**src/rtl/keypad_hex_encoder.sv**
```systemverilog
// Scans a 4x4 active-low keypad and emits one debounced hex code per press with a one-cycle strobe.
// Define KEYPAD_REPEAT_EN to add auto-repeat strobes while the accepted key stays held.
module keypad_hex_encoder #(
    parameter int SCAN_DIV       = 1000,
    parameter int DEBOUNCE_TICKS = 20,
    parameter int REPEAT_DELAY   = 500,
    parameter int REPEAT_PERIOD  = 100
) (
    input  logic       clk,
    input  logic       reset,
    input  logic [3:0] cols,
    output logic [3:0] rows,
    output logic [3:0] key_hex,
    output logic       key_valid,
    output logic       key_held
);
    // state    | meaning
    // SCAN     | walking rows, waiting for exactly one low column on a tick
    // DEBOUNCE | row frozen, counting ticks with the same single low column
    // HELD     | key accepted, waiting for its column to read high
    // RELEASE  | counting ticks with the column high before rescanning

    localparam int SW = $clog2(SCAN_DIV);
    localparam int DW = $clog2(DEBOUNCE_TICKS + 1);

    typedef enum logic [1:0] {SCAN, DEBOUNCE, HELD, RELEASE} state_t;

    if (SCAN_DIV < 2 || DEBOUNCE_TICKS < 1 || REPEAT_DELAY < 1 || REPEAT_PERIOD < 1) begin : g_bad_params
        $error("keypad_hex_encoder: parameter out of range");
    end

    state_t        state_q;
    logic [3:0]    meta_q;
    logic [3:0]    csync_q;
    logic [SW-1:0] scan_cnt_q;
    logic [SW-1:0] scan_cnt_d;
    logic          tick;
    logic [1:0]    row_q;
    logic [1:0]    col_q;
    logic [DW-1:0] db_q;
    logic [3:0]    key_hex_q;
    logic          key_valid_q;
    logic          key_held_q;

`ifdef KEYPAD_REPEAT_EN
    localparam int RMAX = (REPEAT_DELAY > REPEAT_PERIOD) ? REPEAT_DELAY : REPEAT_PERIOD;
    localparam int RW   = $clog2(RMAX + 1);
    logic [RW-1:0] rep_q;
`endif

    function automatic logic one_low(input logic [3:0] c);
        return (c == 4'b1110) || (c == 4'b1101) || (c == 4'b1011) || (c == 4'b0111);
    endfunction

    function automatic logic [1:0] low_index(input logic [3:0] c);
        logic [1:0] idx;
        idx = 2'd0;
        if (!c[1]) idx = 2'd1;
        if (!c[2]) idx = 2'd2;
        if (!c[3]) idx = 2'd3;
        return idx;
    endfunction

    function automatic logic [3:0] low_mask(input logic [1:0] c);
        return ~(4'b0001 << c);
    endfunction

    function automatic logic [3:0] key_map(input logic [1:0] r, input logic [1:0] c);
        logic [3:0] code;
        case ({r, c})
            4'd0:    code = 4'h1;
            4'd1:    code = 4'h2;
            4'd2:    code = 4'h3;
            4'd3:    code = 4'hA;
            4'd4:    code = 4'h4;
            4'd5:    code = 4'h5;
            4'd6:    code = 4'h6;
            4'd7:    code = 4'hB;
            4'd8:    code = 4'h7;
            4'd9:    code = 4'h8;
            4'd10:   code = 4'h9;
            4'd11:   code = 4'hC;
            4'd12:   code = 4'hE;
            4'd13:   code = 4'h0;
            4'd14:   code = 4'hF;
            default: code = 4'hD;
        endcase
        return code;
    endfunction

    assign tick       = (scan_cnt_q == SW'(SCAN_DIV - 1));
    assign scan_cnt_d = tick ? '0 : scan_cnt_q + SW'(1);

    // cols is asynchronous to clk; only csync_q feeds decisions.
    always_ff @(posedge clk or posedge reset) begin
        if (reset) begin
            meta_q     <= 4'hF;
            csync_q    <= 4'hF;
            scan_cnt_q <= '0;
        end else begin
            meta_q     <= cols;
            csync_q    <= meta_q;
            scan_cnt_q <= scan_cnt_d;
        end
    end

    always_ff @(posedge clk or posedge reset) begin
        if (reset) begin
            state_q     <= SCAN;
            row_q       <= 2'd0;
            col_q       <= 2'd0;
            db_q        <= '0;
            key_hex_q   <= 4'h0;
            key_valid_q <= 1'b0;
            key_held_q  <= 1'b0;
`ifdef KEYPAD_REPEAT_EN
            rep_q       <= '0;
`endif
        end else begin
            key_valid_q <= 1'b0;
            if (tick) begin
                case (state_q)
                    SCAN: begin
                        if (one_low(csync_q)) begin
                            col_q   <= low_index(csync_q);
                            db_q    <= DW'(DEBOUNCE_TICKS);
                            state_q <= DEBOUNCE;
                        end else begin
                            row_q <= row_q + 2'd1;
                        end
                    end
                    DEBOUNCE: begin
                        if (csync_q == low_mask(col_q)) begin
                            if (db_q == DW'(1)) begin
                                key_hex_q   <= key_map(row_q, col_q);
                                key_valid_q <= 1'b1;
                                key_held_q  <= 1'b1;
                                state_q     <= HELD;
`ifdef KEYPAD_REPEAT_EN
                                rep_q       <= RW'(REPEAT_DELAY);
`endif
                            end else begin
                                db_q <= db_q - DW'(1);
                            end
                        end else begin
                            state_q <= SCAN;
                            row_q   <= row_q + 2'd1;
                        end
                    end
                    HELD: begin
                        // Only the captured column matters; a second key is ignored.
                        if (csync_q[col_q]) begin
                            db_q    <= DW'(DEBOUNCE_TICKS);
                            state_q <= RELEASE;
                        end
`ifdef KEYPAD_REPEAT_EN
                        else if (rep_q == RW'(1)) begin
                            key_valid_q <= 1'b1;
                            rep_q       <= RW'(REPEAT_PERIOD);
                        end else begin
                            rep_q <= rep_q - RW'(1);
                        end
`endif
                    end
                    RELEASE: begin
                        if (!csync_q[col_q]) begin
                            state_q <= HELD;
                        end else if (db_q == DW'(1)) begin
                            state_q    <= SCAN;
                            row_q      <= row_q + 2'd1;
                            key_held_q <= 1'b0;
                        end else begin
                            db_q <= db_q - DW'(1);
                        end
                    end
                endcase
            end
        end
    end

    assign rows      = ~(4'b0001 << row_q);
    assign key_hex   = key_hex_q;
    assign key_valid = key_valid_q;
    assign key_held  = key_held_q;

endmodule

```
**config.mk**
```make
export PLATFORM = sky130hd
export DESIGN_NAME = keypad_hex_encoder
export DESIGN_NICKNAME = d
export VERILOG_FILES = /design/src/rtl/keypad_hex_encoder.sv
export SDC_FILE = /design/constraint.sdc
export NUM_CORES = 1
export LEC_CHECK = 0
export BUFFER_PORTS_ARGS = -buffer_cell sky130_fd_sc_hd__buf_2
export CORE_MARGIN = 8
export CORE_UTILIZATION = 53
export DETAILED_ROUTE_END_ITERATION = 16
export PLACE_DENSITY = 0.75
export RECOVER_POWER = 25
export SYNTH_ARGS = -nofsm -noshare
export SYNTH_HDL_FRONTEND = slang
export SYNTH_SLANG_ARGS = --single-unit
```
**constraint.sdc**
```tcl
create_clock -name clk -period 2.3 [get_ports clk]
set_clock_uncertainty 0.15 [all_clocks]
set_input_delay 0.23 -clock clk [delete_from_list [all_inputs] [get_ports clk]]
set_output_delay 0.23 -clock clk [all_outputs]
set_load 0.05 [all_outputs]
```
==> qor.yml, run 1 <==
floorplan:
  start_util: 0.5526
  die_y_um: 78.02
  boundaryPins: 16
  rows: 22
  dieArea_um2: 6086
  die_x_um: 78.02
  coreArea_um2: 3689
clock_tree:
  clk_latency_ps: 290
  cts_tree: "built"
  root_buffer: "clkbuf_8"
  max-clock-path-buffers: 2
  clkTransAtPathRegs_ps: 70
  cts.sinks: 35
  htreeDepth: 2
  cts_made_buffers: 5
timing:
  setup_violations: 0
  slew_headroom: 0.4323
  tns_ps: 0
  rsz0062_at_grt: "no"
  finalCriticalPeriod_ps: 2242
  hold_ws_ps: 207.3
  fmax_mhz: 446.0
  fin_crit_sh: 0.9749
  final_max_slew_viol_count: 0
  worst_pin_slew_ps: 851.5
  hold_viol: 0
flow_run:
  maxCapViolations: 0
finish:
  final_area_um2: 2366
  final_common_cell: "dfrtp_1"
  area_growth_pct: 16.08
  n_antenna_cell: 0
  final_cell_mix: "dfrtp_1 (26), inv_1 (15), buf_2 (15)"
  drive_above_1_share: 0.2941
  final_nets: 238
synth:
  postSynth.topFlopCell: "dfrtp_1"
  synth_top_family_by_area: "simple AND/OR/NAND/NOR gates"
  synth-warning-count: 0
  ys_seq_area_frac: 0.4346
  synthAdderAreaFrac: 0.07366
  synth-seq-cells: 35
  yosys.area_share.simple: 0.1657
  synth_compound_area_frac: 0.09945
  synth.avg_cell_area_um2: 10.78
  netlist-cell-type-count: 49
  synthXorXnorAreaFrac: 0.06323
  synthesis.nets: 207
  synth_top_area_cell: "dfrtp_1"
  synth_area_leaders: "dfrtp_1 (33%), dfstp_2 (10%), ha_1 (7.4%), mux2_2 (3.9%), inv_1 (3.1%)"
  synth_edf_count: 0
  synth_top_area_frac: 0.3315
  syn_inst: 189
  ys_async_sr_fraction: 1.000
  syn_area_um2: 2038
  muxShareOfSynthArea: 0.1019
detailed_routing:
  wirelength_um: 4079
  vias: 1511
  routedWlPerCell_um: 15.16
  ant_nets: 0
  drcViolationCount: 0
  drt_iter0_markers: 79
  via_per_inst: 5.617
  first_pass_iters: 5
global_route:
  grt_pass1_vias: 1512
  globalRouteOverflowTotal: 0
  grt_pass1_wl_um: 6713
  grt_max_degree: 36
  grtUsageTotal: 0.1351
  antenna_found_initial: 0
placed_design:
  dp_hpwl_um: 2835
  placed_area_um2: 2187
  gp_congestion: 0.8552
  port_buffers: 15
outcome:
  status: "completed"
worst_setup_path:
  slowest_stage: "mux4_1"
  cp.arrival_ps: 2280
  crit_path_end_kind: "flop"
  cp_top_family: "multiplexers"
  critPathMaxFanout: 5
  critical_path_class: "reg2reg"
  cp-start-kind: "flop"
  path_buf_inv: 1
  max_stage_delay_ps: 610
  crit_chain: "buf_4 -> mux4_1 -> a21o_1 -> o211ai_1 -> a21oi_2 -> mux2_2"
  required_ps: 2330
power:
  vdd_drop_max_mv: 0.5450
  pwr_density_cell_nw_per_um2: 483.7
  p_leak_nw: 1.117
worst_hold_path:
  hold_class: "reg2reg"
==> layer usage <==
metal	global-route usage	up-vias	part of all wire
met2	0.2231	41	0.48
met3	0.04214	14	0.050
met1	0.1564	733	0.45
met5	0	-	0
li1	-	723	-
met4	0.06481	0	0.025
==> sequential cells by signal (all words and copies together) (netlist names) <==
register and count:
scan_cnt_q 10, db_q 5, csync_q 4, key_hex 4, meta_q 4, col_q 2
row_q 2, state_q 2, key_held 1, key_valid 1
==> worst reg2reg max path, delay by kind of cell (launching register included) <==
kind	cells	cell delay, ps
buffers and inverters	1	140
muxes	2	890
DFF	1	450
AOI/OAI and AO/OA	3	500
==> timing repair <==
action                                  4_1_cts  5_1_grt
hold buffers                                  5        0
hold endpoints to repair                     31        0
endpoints found under the setup margin        1        7
pin swaps                                     1        1
gates resized for setup                       0        8
buffers inserted                              1        0
cloned                                        0        1
==> power breakdown <==
| part | internal, mW | switching, mW |
|---|---|---|
| logic | 0.0273 | 0.0307 |
| registers | 0.628 | 0.0116 |
| clock network | 0.210 | 0.236 |
| total | 0.866 | 0.278 |
==> per-stage QoR <==
stage          total power [mW]  setup slack [ps]  std cells    util
6_report                  1.145             57.69        269  0.6415
5_1_grt                   1.187             2.263        269  0.6415
4_1_cts                   1.156            0.6990        268  0.6326
3_5_place_dp             0.7021            -24.41        254  0.5929
3_3_place_gp             0.6989             53.72        254  0.5929
2_1_floorplan            0.6884             19.38        189       -
==> final timing paths <==
kind / startpoint / slack (ps) / to / depth (start not counted)
worst max-delay path: col_q[0]$_DFFE_PP0P_ / 60 / row_q[1]$_DFFE_PP0P_ / 6
worst min-delay path: meta_q[1]$_DFF_PP1_ / 210 / csync_q[1]$_DFF_PP1_ / 0
worst max register to register: col_q[0]$_DFFE_PP0P_ / 60 / row_q[1]$_DFFE_PP0P_ / 6
worst min register to register: meta_q[1]$_DFF_PP1_ / 210 / csync_q[1]$_DFF_PP1_ / 0
max in group asynchronous: reset / 840 / col_q[0]$_DFFE_PP0P_ / 4
min in group asynchronous: reset / 570 / scan_cnt_q[1]$_DFF_PP0_ / 4
==> synth_stat cells (5+ instances only) <==
master	instances
dfrtp_1	27
o21ai_0	9
dfstp_2	8
nand3_1	7
mux2_2	7
inv_1	17
a21oi_1	5
ha_1	12
or3_1	5
nor2_1	9
xor2_1	7
nand2_1	10
==> layout make-up <==
type | instances | area [µm²]
timing repair buffer | 31 | 205.2
sequential | 35 | 887.1
clock inverter | 3 | 20.02
tap | 48 | 60.06
inverter | 17 | 66.31
multi-input combinational | 130 | 1059
clock buffer | 5 | 68.82
fill | 290 | 1323
==> kinds of logic (layout without fill, tap and decap cells) <==
family          count (synthesis)  after routing
simple gates                   59             59
flops                          35             35
compound gates                 30             31
buf+inv                        25             56
mux                            15             15
xor+xnor                       13             13
fa+ha+maj                      12             12
No activity file was read; power rests on OpenSTA's default activity.
==> inputs of run 2 (changes only) <==
- ABC_AREA: default -> 1
- CORE_UTILIZATION: 53 -> 54
- PLACE_DENSITY: 0.75 -> 0.76
==> run 2 against run 1 <==
- sequential power is 0.9% lower
- area after synthesis is 0.74% higher
- synthesized cell count increased by 37%
- sequential cell count unchanged
- first-iteration DRC count fell by 8.9%
- via count grew 7.1%
- highest routed layer unchanged
- utilization is 0.75 points lower
- die area down 0.91%
- design area is 1.9% lower
- critical path type unchanged
==> qor.yml, run 2 <==
outcome:
  status: "completed"
clock_tree:
  htreeDepth: 2
  post_cts_buffers: 0
  cts_made_buffers: 5
  max-clock-path-buffers: 2
  clkTransAtPathRegs_ps: 70
  clk_latency_ps: 290
  cts_tree: "built"
  root_buffer: "clkbuf_8"
  cts.sinks: 35
worst_setup_path:
  critPathMaxFanout: 6
  required_ps: 2340
  cp-start-kind: "flop"
  cp.arrival_ps: 1950
  critical_path_class: "reg2reg"
  crit_path_end_kind: "flop"
synth:
  ys_async_sr_fraction: 1.000
  yosys.area_share.simple: 0.3303
  synth_compound_area_frac: 0.05667
  synth_area_leaders: "dfrtp_1 (33%), nand2_1 (13%), dfstp_2 (10%), ha_1 (7.3%), inv_1 (6.9%)"
  ys_seq_area_frac: 0.4314
  synth_top_area_cell: "dfrtp_1"
  syn_inst: 259
  synth_top_area_frac: 0.3291
  synth_edf_count: 0
  synth.avg_cell_area_um2: 7.927
  synth-warning-count: 0
  synthAdderAreaFrac: 0.07313
  synth-seq-cells: 35
  netlist-cell-type-count: 30
  synth_most_common_cell: "nand2_1"
  synthesis.nets: 277
  synthXorXnorAreaFrac: 0.02133
  synth_common_cells: "nand2_1 (69), inv_1 (38), dfrtp_1 (27)"
  postSynth.topFlopCell: "dfrtp_1"
  syn_area_um2: 2053
  synth_top_family_by_area: "simple AND/OR/NAND/NOR gates"
  muxShareOfSynthArea: 0
power:
  p_leak_nw: 1.323
  finalPower_mw: 1.098
  pwr_density_cell_nw_per_um2: 473.0
  vdd_drop_max_mv: 0.4265
finish:
  largest_reg_flops: 10
  final_nets: 304
  register_area_um2: 885.9
  final_cell_mix: "nand2_1 (69), inv_1 (38), dfrtp_1 (27)"
  fillers: 336
  top_regs: "scan_cnt_q: 10 flops, db_q: 5 flops"
  finish.utilization: 0.6340
  drive_above_1_share: 0.1916
  n_antenna_cell: 0
  multi_input_area_um2: 988.4
  final_area_um2: 2321
  largest_register: "scan_cnt_q"
  final_common_cell: "nand2_1"
  area_growth_pct: 13.04
global_route:
  antenna_found_initial: 0
  grt_pass1_vias: 1530
  globalRouteOverflowTotal: 0
  grt_max_degree: 36
  grt_pass1_wl_um: 6617
  grtUsageTotal: 0.1354
timing:
  slew_headroom: 0.4485
  fin_crit_sh: 0.8326
  tns_ps: 0
  rsz0062_at_grt: "no"
  setup_violations: 0
  finalCriticalPeriod_ps: 1915
  worst_pin_slew_ps: 827.2
  hold_viol: 0
  hold_ws_ps: 206.3
  final_max_slew_viol_count: 0
  fmax_mhz: 522.2
floorplan:
  start_util: 0.5608
  coreArea_um2: 3661
  boundaryPins: 16
  rows: 22
  die_y_um: 77.66
  dieArea_um2: 6031
  die_x_um: 77.66
worst_hold_path:
  hold_class: "reg2reg"
detailed_routing:
  first_pass_iters: 4
  via_per_inst: 4.830
  drcViolationCount: 0
  wirelength_um: 3686
  ant_nets: 0
  vias: 1618
  routedWlPerCell_um: 11.00
  drt_iter0_markers: 72
placed_design:
  dp_hpwl_um: 2752
  port_buffers: 15
  placed_area_um2: 2192
  gp_congestion: 0.8741
flow_run:
  maxCapViolations: 0
==> run 2: cell types whose count changed in the layout (fill, tap and decap cells not counted), moves of 5 or more <==
cell / previous run / this run
mux2_2: 7 / 0
buf_4: 10 / 0
or3_1: 5 / 0
nand2_2: 0 / 5
nand3_1: 7 / 22
nor2_1: 9 / 22
inv_1: 15 / 38
nand2_1: 10 / 69
==> run 2: power breakdown <==
group          leakage [nW]  switching [mW]  internal (mW)
Clock                0.0422           0.209          0.212
Combinational         0.834          0.0262         0.0161
Sequential            0.447         0.00566          0.629
==> run 2: kinds of logic (layout without fill, tap and decap cells) <==
logic type | after synthesis | after routing
adders and majority gates | 12 | 12
DFF | 35 | 35
AOI/OAI and AO/OA | 22 | 22
and+or+nand+nor | 139 | 139
buffers and inverters | 46 | 74
xor gates and xnor gates | 5 | 5
==> run 2: worst paths after layout <==
path                                      start                       to  slack, ps  cells after the start
max                        col_q[1]$_DFFE_PP0P_     row_q[1]$_DFFE_PP0P_        390                     12
min                         meta_q[0]$_DFF_PP1_     csync_q[0]$_DFF_PP1_        210                      0
max reg2reg                col_q[1]$_DFFE_PP0P_     row_q[1]$_DFFE_PP0P_        390                     12
min reg2reg                 meta_q[0]$_DFF_PP1_     csync_q[0]$_DFF_PP1_        210                      0
max in group asynchronous                 reset      db_q[2]$_DFFE_PP0P_        910                      4
min in group asynchronous                 reset  scan_cnt_q[0]$_DFF_PP0_        570                      4
==> run 2: metrics by stage <==
stage / instances / setup WS, ps
after floorplan: 259 / 623.5
after global placement: 322 / 477.9
after detailed placement: 322 / 398.9
after CTS: 335 / 364.4
after global routing: 335 / 155.6
final: 335 / 385.1
==> run 2: area by class of cell <==
type / count / share of cell area
timing repair buffer: 21 / 0.05606
multi-input combinational: 178 / 0.4259
tap: 48 / 0.02588
inverter: 45 / 0.07547
sequential: 35 / 0.3817
clock buffer: 7 / 0.03288
clock inverter: 1 / 0.002156
==> run 2: per-layer routing <==
metal  vias to the layer above  share of wire  GRT usage
li1                        855              -          -
met1                       732           0.48     0.1559
met2                        24           0.45     0.2114
met3                         7          0.052    0.05415
met4                         0          0.018    0.07170
met5                         -              0          0
==> run 2: worst max-delay path, cell delays in order (launching register included) <==
cell and delay (ps):
dfrtp_1 440, inv_1 130, ha_1 210, inv_1 90, nand2_1 60, nand2_1 60, nor2_1 60, nand3_1 110
inv_2 60, nor2_1 200, nand2_1 100, nand2_1 70, nand2_1 50
==> run 2: timing repair <==
action	CTS	global route
gates resized for setup	0	0
hold buffers	5	0
endpoints found under the hold margin	31	0
==> inputs of run 3 (changes only) <==
- CORE_UTILIZATION: 54 -> 59
- PLACE_DENSITY: 0.76 -> 0.79
- clock period: 2.3 -> 1.84 ns (I/O delays scaled with it)
==> run 3 against run 2 <==
- worst setup slack got worse by 320 ps
- sequential share of layout area decreased by 1.8 points
- worst hold slack improved by 5.3 ps
- non-clock buffer count increased by 10
- final cell count increased by 2.1%
- count of clock-buffer cells in the layout decreased by 1
- routed wire length increased by 1.0%
- global-route usage increased by 1.3 points
- first-iteration DRC count decreased by 8.3%
- highest routed layer unchanged
- largest power group unchanged
- fmax increased by 8.2%
- critical path depth decreased by 1
- utilization increased by 9.9 points
==> qor.yml, run 3 (synthesized netlist as in run 2, its figures left out) <==
timing:
  slew_headroom: 0.4542
  fmax_mhz: 565.0
  hold_ws_ps: 211.7
  worst_pin_slew_ps: 818.7
  fin_crit_sh: 0.9620
  setup_violations: 0
  hold_viol: 0
  finalCriticalPeriod_ps: 1770
  final_max_slew_viol_count: 0
clock_tree:
  root_buffer: "clkbuf_4"
  max-clock-path-buffers: 2
  cts_tree: "built"
  clkTransAtPathRegs_ps: 90
  cts.sinks: 35
  clk_latency_ps: 330
  cts_made_buffers: 5
  htreeDepth: 2
finish:
  area_growth_pct: 19.13
  final_cell_mix: "nand2_1 (64), inv_1 (37), dfrtp_1 (25)"
  final_common_cell: "nand2_1"
  finish.utilization: 0.7330
  drive_above_1_share: 0.2804
  n_antenna_cell: 0
  largest_reg_flops: 10
  final_nets: 314
  largest_register: "scan_cnt_q"
  top_regs: "scan_cnt_q: 10 flops, db_q: 5 flops"
  stdcell_count: 342
placed_design:
  gp_congestion: 0.8841
  dp_hpwl_um: 2649
  port_buffers: 15
  dp_cells: 323
worst_setup_path:
  worstReg2RegStart: "col_q[1]$_DFFE_PP0P_"
  cp-start-kind: "flop"
  rrSetupSlack_ps: 70
  required_ps: 1920
  r2r_cells: 11
  crit_path_end_kind: "flop"
  critical_path_class: "reg2reg"
  critPathMaxFanout: 8
  r2r-end: "db_q[3]$_DFFE_PP0P_"
  cp.arrival_ps: 1850
detailed_routing:
  via_per_inst: 4.901
  drt_iter0_markers: 66
  ant_nets: 0
  wirelength_um: 3724
  drcViolationCount: 0
  first_pass_iters: 4
  routedWlPerCell_um: 10.89
  vias: 1676
floorplan:
  die_x_um: 74.99
  start_util: 0.6153
  die_y_um: 74.99
  dieArea_um2: 5624
  coreArea_um2: 3337
  boundaryPins: 16
  rows: 21
worst_hold_path:
  hp-start: "meta_q[3]$_DFF_PP1_"
  hold_class: "reg2reg"
  holdPathStages: 0
  min_to: "csync_q[3]$_DFF_PP1_"
power:
  p_sw_uw: 270.6
  seqPwrFrac: 0.632
  power_frac_clock: 0.323
  p_sw_frac: 0.2159
  pwr-share-comb: 0.045
  pwr_density_cell_nw_per_um2: 512.5
  vdd_drop_max_mv: 0.5035
  p_int_uw: 983.0
  p_leak_nw: 1.364
global_route:
  antenna_found_initial: 0
  grtUsageTotal: 0.1479
  grt_pass1_vias: 1547
  grt_max_degree: 36
  globalRouteOverflowTotal: 0
  grt_pass1_wl_um: 6341
outcome:
  status: "completed"
flow_run:
  maxCapViolations: 0
==> run 3: how the worst max path moves through the flow <==
stage	from	end	slack (ps)
3_3_place_gp	col_q[1]$_DFFE_PP0P_	db_q[1]$_DFFE_PP0P_	50
2_1_floorplan	col_q[1]$_DFFE_PP0P_	key_hex[0]$_DFFE_PP0P_	160
6_report	col_q[1]$_DFFE_PP0P_	db_q[3]$_DFFE_PP0P_	70
4_1_cts	col_q[1]$_DFFE_PP0P_	key_hex[2]$_DFFE_PP0P_	3
5_1_grt	col_q[1]$_DFFE_PP0P_	db_q[1]$_DFFE_PP0P_	-40
3_5_place_dp	col_q[1]$_DFFE_PP0P_	db_q[3]$_DFFE_PP0P_	30
==> run 3: power groups by stage <==
stage,combinational (mW),clock (mW),sequential (mW)
final,0.0567,0.405,0.792
after global routing,0.0657,0.467,0.794
after CTS,0.0551,0.434,0.792
after detailed placement,0.0472,0,0.806
after global placement,0.0460,0,0.806
after floorplan,0.0329,0,0.804
==> run 3: layer usage <==
metal | wire, µm | vias to the layer above | track usage
met4 | 78 | 0 | 0.07391
met2 | 1697 | 30 | 0.2390
met5 | 0 | - | 0
li1 | - | 876 | -
met1 | 1763 | 762 | 0.1738
met3 | 184 | 8 | 0.04394
==> run 3: area by class of cell <==
type,instances,area (µm²)
Tap cell,46,57.56
Clock buffer,6,51.30
Clock inverter,1,5.005
Inverter,45,181.4
Sequential cell,35,888.4
Fill cell,268,890.9
Multi-Input combinational cell,178,1054
Timing Repair Buffer,31,209.0
==> run 3: stage by stage <==
| stage | cell area (µm²) | power [mW] | setup TNS [ps] | setup slack [ps] |
|---|---|---|---|---|
| finish | 2446 | 1.254 | 0 | 69.97 |
| global route | 2446 | 1.327 | -183.4 | -38.63 |
| detailed placement | 2212 | 0.8537 | 0 | 27.43 |
| CTS | 2318 | 1.281 | 0 | 3.407 |
| global placement | 2212 | 0.8521 | 0 | 48.59 |
| floorplan | 2053 | 0.8372 | 0 | 163.5 |
==> run 3: critical path, cell delays in order, from the launching register on <==
cell and delay (ps):
dfrtp_1 430, buf_4 160, ha_2 170, xnor2_1 130
nor2_2 160, nand2_1 80, nand2_1 80, nand2_2 60
clkinv_4 80, nand2_4 60, nand2_1 60, nand2_1 50
==> run 3: repair_timing <==
| item | CTS | global route |
|---|---|---|
| setup buffers | 0 | 7 |
| hold buffers | 5 | 0 |
| endpoints found under the setup margin | 0 | 17 |
| hold endpoints to repair | 31 | 0 |
| gates resized for setup | 0 | 24 |
